[config.mk]
export PLATFORM = sky130hd
export DESIGN_NAME = wb_commit_arbiter
export DESIGN_NICKNAME = d
export VERILOG_FILES = /design/src/rtl/wb_commit_arbiter.sv
export SDC_FILE = /design/constraint.sdc
export NUM_CORES = 1
export LEC_CHECK = 0
export BUFFER_PORTS_ARGS = -buffer_cell sky130_fd_sc_hd__buf_2
export CORE_MARGIN = 2
export CORE_UTILIZATION = 44
export DETAILED_ROUTE_END_ITERATION = 8
export PLACE_DENSITY = 0.94
export SKIP_CTS_REPAIR_TIMING = 1
export SYNTH_ARGS = -nofsm -noshare
export SYNTH_HDL_FRONTEND = slang
export SYNTH_SLANG_ARGS = --single-unit
[constraint.sdc]
create_clock -name clk -period 5.6 [get_ports clk]
set_input_delay 1.12 -clock clk [delete_from_list [all_inputs] [get_ports clk]]
set_output_delay 1.12 -clock clk [all_outputs]
set_load 0.1 [all_outputs]
[src/rtl/wb_commit_arbiter.sv]
// wb_commit_arbiter: round-robin writeback arbiter feeding a single registered commit slot
module wb_commit_arbiter #(
  parameter int NUM_UNITS = 4,
  parameter int DATA_WIDTH = 32,
  parameter int ID_WIDTH = 3
) (
  input  logic                            clk,
  input  logic                            rst,
  input  logic [NUM_UNITS-1:0]            unit_valid,
  input  logic [NUM_UNITS*ID_WIDTH-1:0]   unit_id,
  input  logic [NUM_UNITS*6-1:0]          unit_phys_addr,
  input  logic [NUM_UNITS*DATA_WIDTH-1:0] unit_data,
  output logic [NUM_UNITS-1:0]            unit_ack,
  input  logic                            writeback_suppress,
  output logic                            commit_valid,
  output logic [ID_WIDTH-1:0]             commit_id,
  output logic [5:0]                      commit_phys_addr,
  output logic [DATA_WIDTH-1:0]           commit_data,
  input  logic                            commit_ready
);
  localparam int PW = $clog2(NUM_UNITS);
  typedef enum logic {EMPTY, FULL} state_t;
  state_t state, state_nxt;
  logic [PW-1:0] rr_ptr, win, idx;
  logic grant;
  always_comb begin
    win = '0;
    idx = '0;
    for (int i = NUM_UNITS - 1; i >= 0; i--) begin
      idx = PW'((int'(rr_ptr) + i) % NUM_UNITS);
      win = unit_valid[idx] ? idx : win;
    end
  end
  assign grant = (state == EMPTY || commit_ready) && !writeback_suppress && !rst && |unit_valid;
  always_ff @(posedge clk) state <= rst ? EMPTY : state_nxt;
  always_comb state_nxt = grant ? FULL : (state == FULL && commit_ready) ? EMPTY : state;
  always_comb begin
    commit_valid = state == FULL && !rst;
    unit_ack = grant ? NUM_UNITS'(1) << win : '0;
  end
  always_ff @(posedge clk) begin
    if (rst) rr_ptr <= '0;
    else if (grant) rr_ptr <= (win == PW'(NUM_UNITS - 1)) ? '0 : win + 1'b1;
  end
  always_ff @(posedge clk) begin
    if (grant) begin
      commit_id <= unit_id[win*ID_WIDTH +: ID_WIDTH];
      commit_phys_addr <= unit_phys_addr[win*6 +: 6];
      commit_data <= unit_data[win*DATA_WIDTH +: DATA_WIDTH];
    end
  end
endmodule
==> results_dict.tcl <==
set metrics [dict create \
    outcome "finished clean" \
    cts_tree "done" \
    tightest_slew_ns 0.6956 \
    clk_latency_ns 0.29 \
    slew_violations 0 \
    p_leak_nw 2.028 \
    ant_nets 0 \
    hold_viol_final 0 \
    path_clk_slew_ns 0.08 \
    cp.depth 6 \
    arrival_ns 2.87 \
    rsz0062_at_grt "no" \
    final.min_clock_period_ns 3.987 \
    pwr-share-seq_pct 37.9 \
    combPwrFrac_pct 44.9 \
    required_ns 4.48 \
    syn_nets 384 \
    start_kind "primary input" \
    numClockSinks 44 \
    layout-drive-gt1-share_pct 53.52 \
    synth_top_cell_by_area "edfxtp_1" \
    root_buffer "clkbuf_8" \
    cp_top_family "compound AO/OA/AOI/OAI gates" \
    finalClockSkew_ns 0.006624 \
    path_max_fanout 44 \
    io_pins 218 \
    path_cells "buf_2 -> a21o_1 -> a21oi_1 -> o22a_4 -> and3_1 -> buf_2" \
    setup_viol 0 \
    synthesis.area_mm2 0.002836 \
    dieHeight_um 84.29 \
    critPathCaptureType "output pin" \
    p_sw_mw 0.4268 \
    postSynthCellCount 212 \
    core_mm2 0.006277 \
    die_w_um 84.29 \
    totalWireLength_um 7016 \
    drtIter0Drc 72 \
    place_ws_ns 1.600 \
    fin_util_pct 63.62 \
    power_frac_clock_pct 17.2 \
    crit_path_max_incr_delay_ns 0.61 \
    final_nets 597 \
    period_share_pct 71.19 \
    p_int_mw 0.6552 \
    synth-seq-cells 44 \
    drc_errors 0 \
    dpl.hpwl_um 5636 \
    grt_pass1_vias 2555 \
    rr_endpoint "commit_data[5]" \
    n_antenna_cell 0 \
    fin_tns_setup_ns 0 \
    start_util_pct 45.19 \
    antenna_found_initial 0 \
    synth_cell_types 28 \
    num_rows 29 \
    crit_type "primary input to output pin" \
    yosysSeqAreaShare_pct 45.52 \
    route.vias.total 2497 \
    timing.rr.start "rr_ptr[1]" \
    grt_pass1_wl_um 11180 \
    worstSetupEndpoint "unit_ack[2]" \
    gr-total-overflow 0 \
    cts_made_buffers 5 \
    viasPerCell 4.964 \
    first_pass_iters 6 \
    maxSlewHeadroom_pct 53.62 \
    fmax_mhz 250.8 \
    track_usage_pct 19.58 \
    cts_buffer_depth 2 \
    synth_top_area_share_pct 43.41 \
    place_congestion 0.7626 \
    io_buffers 217 \
    maxCapViolations 0 \
    p_sw_share_pct 39.45 \
    syn_to_final_growth_pct 40.80 \
    synth_area_leaders "edfxtp_1 (43%), mux2i_1 (43%), buf_12 (2.1%)" \
    p_per_area_mw_per_mm2 270.9 \
    htree_num_levels 2 \
    nFillCells 523 \
    cp_slowest_cell "o22a_4" \
    synth_area_per_cell_um2 13.38 \
    r2r_setup_slack_ns 2.90 \
    critPathLaunch "unit_valid[0]" \
    die-area_mm2 0.007105 \
    peakVddDrop_uv 190.9 \
    ys_warn_count 0 \
    r2r_cells 6 \
    holdCritPathClass "flop to flop" \
    fin_ws_ns 1.613 \
    path_buf_inv 2 \
    wl_per_cell_um 13.95 \
    cp_common_cell "buf_2" \
    grt_max_degree 45 \
]
==> worst reg2reg max path, stage by stage, from the launching register on <==
cell,delay [ns]
dfxtp_1,0.36
a21o_1,0.17
a21oi_1,0.17
o22a_4,0.61
buf_4,0.70
mux2i_1,0.34
mux2i_1,0.09
==> stage by stage <==
| step | hold WS (ns) | std cells | area [um^2] | power [mW] |
|---|---|---|---|---|
| floorplan | 0.4672 | 212 | 2836 | 0.8126 |
| global placement | 0.4927 | 495 | 3914 | 0.8948 |
| detailed placement | 0.5101 | 495 | 3914 | 0.9091 |
| CTS | 0.5189 | 503 | 3994 | 1.094 |
| global route | 0.5627 | 503 | 3994 | 1.139 |
| finish | 0.5182 | 503 | 3994 | 1.082 |
==> final cells by class <==
class | count | area, um^2 | share of cell area (%)
Tap cell | 77 | 96.34 | 2.412
Sequential cell | 44 | 1291 | 32.33
Multi-Input combinational cell | 149 | 1395 | 34.93
Clock inverter | 1 | 3.754 | 0.09398
Inverter | 4 | 15.01 | 0.3759
Timing Repair Buffer | 221 | 1116 | 27.94
Clock buffer | 7 | 76.32 | 1.911
==> sequential cells by signal, summed over array words and instances, names as in the netlist <==
register	flops
commit_id	3
commit_phys_addr	6
rr_ptr	2
commit_data	32
state	1
==> worst min path at each step <==
stage	startpoint	endpoint	slack, ns	cells past startpoint
after detailed placement	state	state	0.51	2
after global routing	rr_ptr[0]	rr_ptr[0]	0.56	2
after floorplan	rr_ptr[0]	rr_ptr[0]	0.47	2
final	state	state	0.52	2
after CTS	state	state	0.52	2
after global placement	state	state	0.49	2
==> cell families (layout without fill, tap and decap cells) <==
group	Yosys count	in the layout	synth area share, %
mux	123	123	43.41
xor+xnor	1	1	0.3088
buf+inv	19	233	5.646
flops	44	44	45.52
simple gates	15	15	2.867
compound gates	10	10	2.250
==> placed cells by master (no fill, tap or decap), types with 2 or more instances in the layout <==
| cell | count |
|---|---|
| buf_2 | 217 |
| nor2_1 | 4 |
| mux2i_1 | 123 |
| dfxtp_1 | 3 |
| edfxtp_1 | 41 |
| inv_1 | 3 |
| nand2b_1 | 3 |
| clkbuf_1 | 2 |
| a21oi_1 | 3 |
| clkinv_1 | 2 |
| clkbuf_8 | 5 |
| buf_4 | 4 |
==> layer usage <==
metal / vias to the layer above / GRT usage, % / wire length (um)
met2: 128 / 38.46 / 3771
met1: 1122 / 19.38 / 2502
met3: 13 / 5.801 / 617
li1: 1234 / - / -
met4: 0 / 6.305 / 124
met5: - / 0 / 0
==> synthesized netlist by cell type, drive strengths merged <==
cell,n
buf,13
edfxtp,41
xor2,1
inv,4
o22a,1
a21oi,3
or4,1
a21o,1
a211oi,1
mux2i,123
dfxtp,3
nand3b,1
clkbuf,2
nand2,1
nor2,4
o22ai,1
o21ai,2
nor3,1
nor2b,1
a211o,1
and2,1
nand2b,3
and3,1
nand3,1
==> power groups by stage <==
stage	combinational [mW]	sequential (mW)	clock (mW)
global route	0.518	0.413	0.208
CTS	0.492	0.411	0.192
detailed placement	0.491	0.418	0
global placement	0.478	0.417	0
floorplan	0.232	0.581	0
finish	0.486	0.410	0.186
Power figures use the tool's default switching activity.
